<file path="config.mk">
export PLATFORM = sky130hd
export DESIGN_NAME = spi_slave_rx
export DESIGN_NICKNAME = d
export VERILOG_FILES = /design/src/rtl/spi_slave_rx.sv
export SDC_FILE = /design/constraint.sdc
export NUM_CORES = 1
export LEC_CHECK = 0
export BUFFER_PORTS_ARGS = -buffer_cell sky130_fd_sc_hd__buf_2
export CAP_MARGIN = 0
export CORE_MARGIN = 1.5
export CORE_UTILIZATION = 50
export DETAILED_ROUTE_END_ITERATION = 10
export PLACE_DENSITY = 0.8
export SLEW_MARGIN = 20
export SYNTH_ARGS = -nofsm -noshare
export SYNTH_HDL_FRONTEND = slang
export SYNTH_SLANG_ARGS = --single-unit
export TNS_END_PERCENT = 20
</file>
<file path="constraint.sdc">
create_clock -name clk -period 4.08 [get_ports clk]
set_clock_uncertainty 0.05 [all_clocks]
set_input_delay 0.612 -clock clk [delete_from_list [all_inputs] [get_ports clk]]
set_output_delay 0.612 -clock clk [all_outputs]
set_load 0.02 [all_outputs]
</file>
<file path="src/rtl/spi_slave_rx.sv">
// SPI mode-0 slave receiver: deserialises DATA_WIDTH bits MSB-first from mosi
// and shifts a preloaded reply word out on miso in the same frame.
module spi_slave_rx #(
  parameter int DATA_WIDTH = 6,
  parameter int CNT_W      = 3
) (
  input  logic                  clk,
  input  logic                  reset,
  input  logic                  spi_clk,
  input  logic                  mosi,
  input  logic                  cs,
  output logic                  miso,
  input  logic [DATA_WIDTH-1:0] tx_data,
  input  logic                  tx_load,
  output logic                  tx_ready,
  output logic [DATA_WIDTH-1:0] rx_data,
  output logic                  rx_valid,
  output logic                  frame_err
);

  typedef enum logic [1:0] {SYNC, IDLE, ACTIVE, DONE} state_t;

  localparam logic [CNT_W-1:0] LAST_CNT = CNT_W'(DATA_WIDTH);

  state_t                state_q, state_d;
  logic [2:0]            sclk_sync_q, sclk_sync_d;
  logic [2:0]            cs_sync_q, cs_sync_d;
  logic [1:0]            mosi_sync_q, mosi_sync_d;
  logic [1:0]            warm_q, warm_d;
  logic [CNT_W-1:0]      cnt_q, cnt_d;
  logic [DATA_WIDTH-1:0] rx_shift_q, rx_shift_d;
  logic [DATA_WIDTH-1:0] tx_shift_q, tx_shift_d;
  logic [DATA_WIDTH-1:0] tx_buf_q, tx_buf_d;
  logic [DATA_WIDTH-1:0] rx_data_q, rx_data_d;
  logic                  rx_valid_q, rx_valid_d;
  logic                  frame_err_q, frame_err_d;
  logic                  miso_q, miso_d;
  logic                  tx_ready_q, tx_ready_d;

  logic                  sclk_rise, sclk_fall, cs_rise, cs_fall;
  logic                  mosi_s2, cs_s2;
  logic [CNT_W-1:0]      cnt_inc;
  logic [DATA_WIDTH-1:0] rx_word;
  logic                  word_done;

  assign sclk_sync_d = {sclk_sync_q[1:0], spi_clk};
  assign cs_sync_d   = {cs_sync_q[1:0], cs};
  assign mosi_sync_d = {mosi_sync_q[0], mosi};

  assign mosi_s2   = mosi_sync_q[1];
  assign cs_s2     = cs_sync_q[1];
  assign sclk_rise =  sclk_sync_q[1] & ~sclk_sync_q[2];
  assign sclk_fall = ~sclk_sync_q[1] &  sclk_sync_q[2];
  assign cs_rise   =  cs_sync_q[1] & ~cs_sync_q[2];
  assign cs_fall   = ~cs_sync_q[1] &  cs_sync_q[2];

  assign cnt_inc = cnt_q + CNT_W'(1);
  assign rx_word = {rx_shift_q[DATA_WIDTH-2:0], mosi_s2};

  always_comb begin
    state_d     = state_q;
    warm_d      = warm_q;
    cnt_d       = cnt_q;
    rx_shift_d  = rx_shift_q;
    tx_shift_d  = tx_shift_q;
    tx_buf_d    = tx_buf_q;
    rx_data_d   = rx_data_q;
    rx_valid_d  = 1'b0;
    frame_err_d = 1'b0;
    word_done   = 1'b0;

    case (state_q)
      // The cs chain powers up reading 1, so wait until it holds real samples
      // before trusting a high level; otherwise a cs held low through reset
      // release would look like a fresh frame.
      SYNC: begin
        if (warm_q != 2'd3) begin
          warm_d = warm_q + 2'd1;
        end else if (cs_s2) begin
          state_d = IDLE;
        end
      end
      IDLE: begin
        if (tx_load) begin
          tx_buf_d = tx_data;
        end
        if (cs_fall) begin
          tx_shift_d = tx_load ? tx_data : tx_buf_q;
          tx_buf_d   = '0;
          cnt_d      = '0;
          rx_shift_d = '0;
          state_d    = ACTIVE;
        end
      end
      ACTIVE: begin
        if (sclk_rise) begin
          rx_shift_d = rx_word;
          cnt_d      = cnt_inc;
          if (cnt_inc == LAST_CNT) begin
            rx_data_d  = rx_word;
            rx_valid_d = 1'b1;
            word_done  = 1'b1;
            state_d    = DONE;
          end
        end else if (sclk_fall) begin
          tx_shift_d = {tx_shift_q[DATA_WIDTH-2:0], 1'b0};
        end
        // A rise in the same cycle counts first, so a completed word wins.
        if (cs_rise) begin
          state_d    = IDLE;
          rx_shift_d = '0;
          if (!word_done && cnt_d != '0) begin
            frame_err_d = 1'b1;
          end
        end
      end
      DONE: begin
        if (cs_rise) begin
          state_d = IDLE;
        end
      end
      default: state_d = SYNC;
    endcase

    tx_ready_d = (state_d == IDLE);
    miso_d     = ((state_d == ACTIVE) || (state_d == DONE)) ? tx_shift_d[DATA_WIDTH-1] : 1'b0;
  end

  always_ff @(posedge clk or negedge reset) begin
    if (!reset) begin
      state_q     <= SYNC;
      sclk_sync_q <= 3'b000;
      cs_sync_q   <= 3'b111;
      mosi_sync_q <= 2'b00;
      warm_q      <= 2'd0;
      cnt_q       <= '0;
      rx_shift_q  <= '0;
      tx_shift_q  <= '0;
      tx_buf_q    <= '0;
      rx_data_q   <= '0;
      rx_valid_q  <= 1'b0;
      frame_err_q <= 1'b0;
      miso_q      <= 1'b0;
      tx_ready_q  <= 1'b0;
    end else begin
      state_q     <= state_d;
      sclk_sync_q <= sclk_sync_d;
      cs_sync_q   <= cs_sync_d;
      mosi_sync_q <= mosi_sync_d;
      warm_q      <= warm_d;
      cnt_q       <= cnt_d;
      rx_shift_q  <= rx_shift_d;
      tx_shift_q  <= tx_shift_d;
      tx_buf_q    <= tx_buf_d;
      rx_data_q   <= rx_data_d;
      rx_valid_q  <= rx_valid_d;
      frame_err_q <= frame_err_d;
      miso_q      <= miso_d;
      tx_ready_q  <= tx_ready_d;
    end
  end

  assign miso      = miso_q;
  assign tx_ready  = tx_ready_q;
  assign rx_data   = rx_data_q;
  assign rx_valid  = rx_valid_q;
  assign frame_err = frame_err_q;

endmodule

</file>
Word-level counts from Yosys, hierarchy flattened
Cells that the tools add are included.

word-level totals
  output and inout port bits = 10
  register bits = 42
  bits of input ports = 12

operators by class
  eq/ne operators = 12
  $add $sub $neg = 2
  reductions and logical operators = 11
  mux-type cells = 30
  bitwise operators = 8

operators with widths
  operator               count
  $mux W6                5
  $mux W5                3
  $mux W2                7
  $pmux W6 S2            1
  $pmux W5 S2            1
  $mux W3                3
  $eq A2 B2 Y1 const B   4
  $mux W1                8
  $ne A2 B2 Y1 const B   4
  $pmux W2 S4            1
  $pmux W3 S2            1
  $reduce_and A3 Y1      2
  $and A1 B1 Y1          4
  $eq A2 B1 Y1 const B   2
  $not A1 Y1             4
  $reduce_and A2 Y1      2
  $reduce_and A4 Y1      1
  $add A3 B1 Y3 const B  1
  $eq A3 B3 Y1 const B   1
  $ne A3 B3 Y1 const B   1
  $reduce_bool A3 Y1     1
  $add A2 B1 Y2 const B  1
  $logic_not A2 Y1       1
  $reduce_bool A2 Y1     1
  3 further kinds        3

Longest topological paths before layout
  depth after elaboration = 10
  gate-level depth with buffers = 7

Least setup slack after synthesis
OpenSTA, ideal clock, no wires.

  kind = register -> register
  start = reg cnt_q[0]
  end = reg rx_data_q[0] (netlist: rx_data[0])
  setup slack = 2284 ps
  cell stages (with the launch flop) = 7
  arrival = 1621 ps
  data required time = 3905 ps
  buffers on the path = 1
  cells stage by stage = dfrtp_1 > ha_1 > xor2_2 > and2_1 > and3_1 > buf_6 > mux2_4

between the ends
  cells in the longest elaborated chain, start to end = 3

ends and longest elaborated chain
  element                             RTL line  source
  from (decl)                         30        logic [CNT_W-1:0] cnt_q, cnt_d;
  from (signal assigned)              151       cnt_q <= cnt_d;
  $add A3 B1 Y3                       57        assign cnt_inc = cnt_q + CNT_W'(1);
  $eq A3 B3 Y1                        99        if (cnt_inc == LAST_CNT) begin
  $reduce_and A3 Y1 (no source line)  --
  to (signal assigned)                155       rx_data_q <= rx_data_d;
  to (decl)                           34        logic [DATA_WIDTH-1:0] rx_data_q, rx_data_d;

Every way passes these cells.
A chain may end at the register's enable or synchronous reset.

Worst setup path in the final report
  start = reg state_q[0]
  end = reg tx_shift_q[2]

between the ends
  cells in the longest elaborated chain, start to end = 3

ends and longest elaborated chain
  element                                                                     RTL line  source
  from (decl)                                                                 25        state_t state_q, state_d;
  from (signal assigned)                                                      146       state_q <= state_d;
  $eq A2 B2 Y1 / $eq A2 B1 Y1 (equally long branches)                         72        case (state_q)
  $ne A2 B2 Y1 (no source line) / $reduce_bool A2 Y1 (equally long branches)  --
  $reduce_and A4 Y1 (no source line)                                          --
  to (signal assigned)                                                        153       tx_shift_q <= tx_shift_d;
  to (decl)                                                                   32        logic [DATA_WIDTH-1:0] tx_shift_q, tx_shift_d;

Several ways; a longest one is shown, not always the timed one.

==> flow_metrics.tcl <==
set metrics [dict create \
    ff2ff_path_depth 6 \
    cp.required_ns 4.21 \
    yosysSeqAreaShare 0.515 \
    numClockSinks 42 \
    synth_nets 193 \
    design_area_sq_um 2300 \
    cts_setup_buffers 0 \
    cp_slowest_cell "ha_1" \
    antenna_found_initial 0 \
    ys_ff_latch 42 \
    grt_max_degree 43 \
    cts-root-buf "clkbuf_8" \
    rsz0062_at_grt "no" \
    ioPinCount 22 \
    num_vias 1342 \
    max_clock_freq_mhz 466 \
    grt_pass1_wl_um 6000 \
    r2r-end "tx_shift_q[2]$_DFFE_PN0P_" \
    rrSetupSlack_ns 1.93 \
    grt_use_total 0.180 \
    p_leak_nw 1.08 \
    grt_overflow 0 \
    period_needed_ns 2.15 \
    worst_pin_slew_ns 0.915 \
    postRouteAntennaNets 0 \
    power_density_nw_per_um2 555 \
    dp_hpwl_um 2520 \
    crit_type "flip-flop to flip-flop" \
    row_count 23 \
    yosysWarnings 0 \
    final_hold_viol_count 0 \
    syn_inst 173 \
    hold_path.class "flip-flop to flip-flop" \
    slowest_delay_ns 0.53 \
    fp.dieH_um 67.0 \
    fp.dieW_um 67.0 \
    core_area_sq_um 3970 \
    worst_setup_path_start_kind "flip-flop" \
    vias_per_cell 5.43 \
    crit_fanout 17 \
    n_antenna_cell 0 \
    synth_top_cell_by_area "dfrtp_1" \
    fillers 333 \
    area_growth_syn_to_layout_pct 12.1 \
    path_cells "inv_1 > ha_1 > nand2b_1 > a22oi_1 > nor2b_1 > a221o_1" \
    drv_cap 0 \
    timing.rr.start "state_q[0]$_DFF_PN0_" \
    ctsResizeCount 0 \
    clk_pin_slew_worst_paths_ns 0.08 \
    arrival_ns 2.28 \
    drc 0 \
    start_util 0.516 \
    avgSynthCellArea_sq_um 11.8 \
    async_reset_ff_frac 1.00 \
    finalSetupViolCount 0 \
    netlist.area_leader.share 0.476 \
    clock_latency_ns 0.30 \
    drt-initial-drc-count 39 \
    avgRoutedWirePerCell_um 14.5 \
    gp_congestion 0.856 \
    cts_htree_levels 2 \
    syn_area_sq_um 2050 \
    period_share 0.526 \
    placed_area_sq_um 2190 \
    worstSetupEndpointType "flip-flop" \
    synthFlopType "dfrtp_1" \
    synth.distinct_cells 43 \
    finalMaxSlewViolations 0 \
    holdBufCountCts 0 \
    setup_slack_ns 1.93 \
    final_common_cell "dfrtp_1" \
    final.setup.tns_ns 0 \
    status "finished, final reports clean" \
    drt-total-wl_um 3590 \
    crit_start "state_q[0]$_DFF_PN0_" \
    cts_max_path_buffers 2 \
    final_layout_size_suffix_gt1_frac 0.239 \
    grt_pass1_vias 1334 \
    crit_end "tx_shift_q[2]$_DFFE_PN0P_" \
    dr.pass1.iters 4 \
    cts_tree "done" \
    maxSlewHeadroom 0.390 \
    irDropWorstVdd_v 0.000326 \
    io_buffers 21 \
    layout_common_cells "39 x dfrtp_1, 21 x buf_2, 17 x nand2_1, 11 x inv_1, 11 x nor2b_1" \
    cts-buffers-inserted 5 \
    dieArea_sq_um 4490 \
    pre_cts_ws_ns 1.95 \
    synth_edf_count 0 \
    synth.area.top_cells "dfrtp_1 48%, ha_1 4.9%, mux2i_1 4.4%" \
    nets 216 \
]
critical path, delay by kind of cell, from the launching register on:
| kind | cells | cell delay, ns |
|---|---|---|
| AOI/OAI and AO/OA | 2 | 0.66 |
| adders and majority gates | 1 | 0.53 |
| and+or+nand+nor | 2 | 0.24 |
| DFF | 1 | 0.43 |
| buffers and inverters | 1 | 0.12 |
routing by layer:
layer | vias up | GRT usage | routed length, um
met5 | - | 0 | 0
met1 | 651 | 0.213 | 1660
met3 | 4 | 0.0422 | 138
li1 | 659 | - | -
met4 | 0 | 0.0816 | 47
met2 | 28 | 0.308 | 1750
how the worst min path moves through the flow:
stage / startpoint / endpoint / slack, ns / depth (start not counted)
detailed placement: mosi_sync_q[0]$_DFF_PN0_ / mosi_sync_q[1]$_DFF_PN0_ / 0.29 / 0
finish: mosi_sync_q[0]$_DFF_PN0_ / mosi_sync_q[1]$_DFF_PN0_ / 0.31 / 0
global placement: sclk_sync_q[0]$_DFF_PN0_ / sclk_sync_q[1]$_DFF_PN0_ / 0.28 / 0
global route: mosi_sync_q[0]$_DFF_PN0_ / mosi_sync_q[1]$_DFF_PN0_ / 0.31 / 0
CTS: mosi_sync_q[0]$_DFF_PN0_ / mosi_sync_q[1]$_DFF_PN0_ / 0.31 / 0
floorplan: reset / cnt_q[0]$_DFFE_PN0P_ / 0.27 / 0
final cells by class:
class                   count  area [sq um]  area share
flip-flops and latches     42          1050       0.459
multi-input cells         115           925       0.402
repair buffers             21           105      0.0457
clock buffers               6          72.6      0.0316
well taps                  50          62.6      0.0272
inverters                  11          41.3      0.0180
clock inverters             2          37.5      0.0163
sequential cells by signal, summed over array words and instances (netlist names):
register     cells
frame_err        1
rx_shift_q       5
tx_ready         1
warm_q           2
state_q          2
cs_sync_q        3
cnt_q            3
mosi_sync_q      2
tx_shift_q       6
miso             1
sclk_sync_q      3
rx_valid         1
rx_data          6
tx_buf_q         6
cells in the mapped netlist (2+ instances only):
library cell	number
a221o_1	4
dfstp_2	3
o2bb2ai_1	3
ha_1	8
nand2_1	17
nor2_1	5
dfrtp_1	39
o21ai_0	7
nor2b_1	11
clkbuf_1	2
a32o_1	2
mux2i_1	9
mux2_2	5
and2_1	2
a211o_1	3
nand2b_1	4
mux2_4	6
inv_1	11
and3_1	2
buf_2	2
a21oi_1	3
a211oi_1	2
a22o_1	3
power breakdown:
| part | switching, W | leakage, nW | total [W] | internal [W] |
|---|---|---|---|---|
| logic | 0.000240 | 0.493 | 0.000407 | 0.000167 |
| clock network | 0.000143 | 0.0514 | 0.000325 | 0.000182 |
| registers | 0.0000488 | 0.540 | 0.000542 | 0.000493 |
| total | 0.000432 | 1.08 | 0.00127 | 0.000843 |
logic make-up after synthesis:
| group | after synthesis | synth area share |
|---|---|---|
| AOI/OAI and AO/OA | 35 | 0.143 |
| xor gates and xnor gates | 2 | 0.0122 |
| adders and majority gates | 8 | 0.0488 |
| buffers and inverters | 16 | 0.0342 |
| DFF | 42 | 0.515 |
| muxes | 20 | 0.115 |
| and+or+nand+nor | 50 | 0.131 |
through the flow:
stage | utilization | std cells | hold WS (ns) | total power [W]
6_report | 0.579 | 247 | 0.305 | 0.00127
5_1_grt | 0.579 | 247 | 0.314 | 0.00135
4_1_cts | 0.579 | 247 | 0.309 | 0.00129
3_5_place_dp | 0.551 | 239 | 0.290 | 0.000955
3_3_place_gp | 0.551 | 239 | 0.285 | 0.000944
2_1_floorplan | - | 173 | 0.266 | 0.000854
Note: power is estimated with default switching activity, not from simulation.
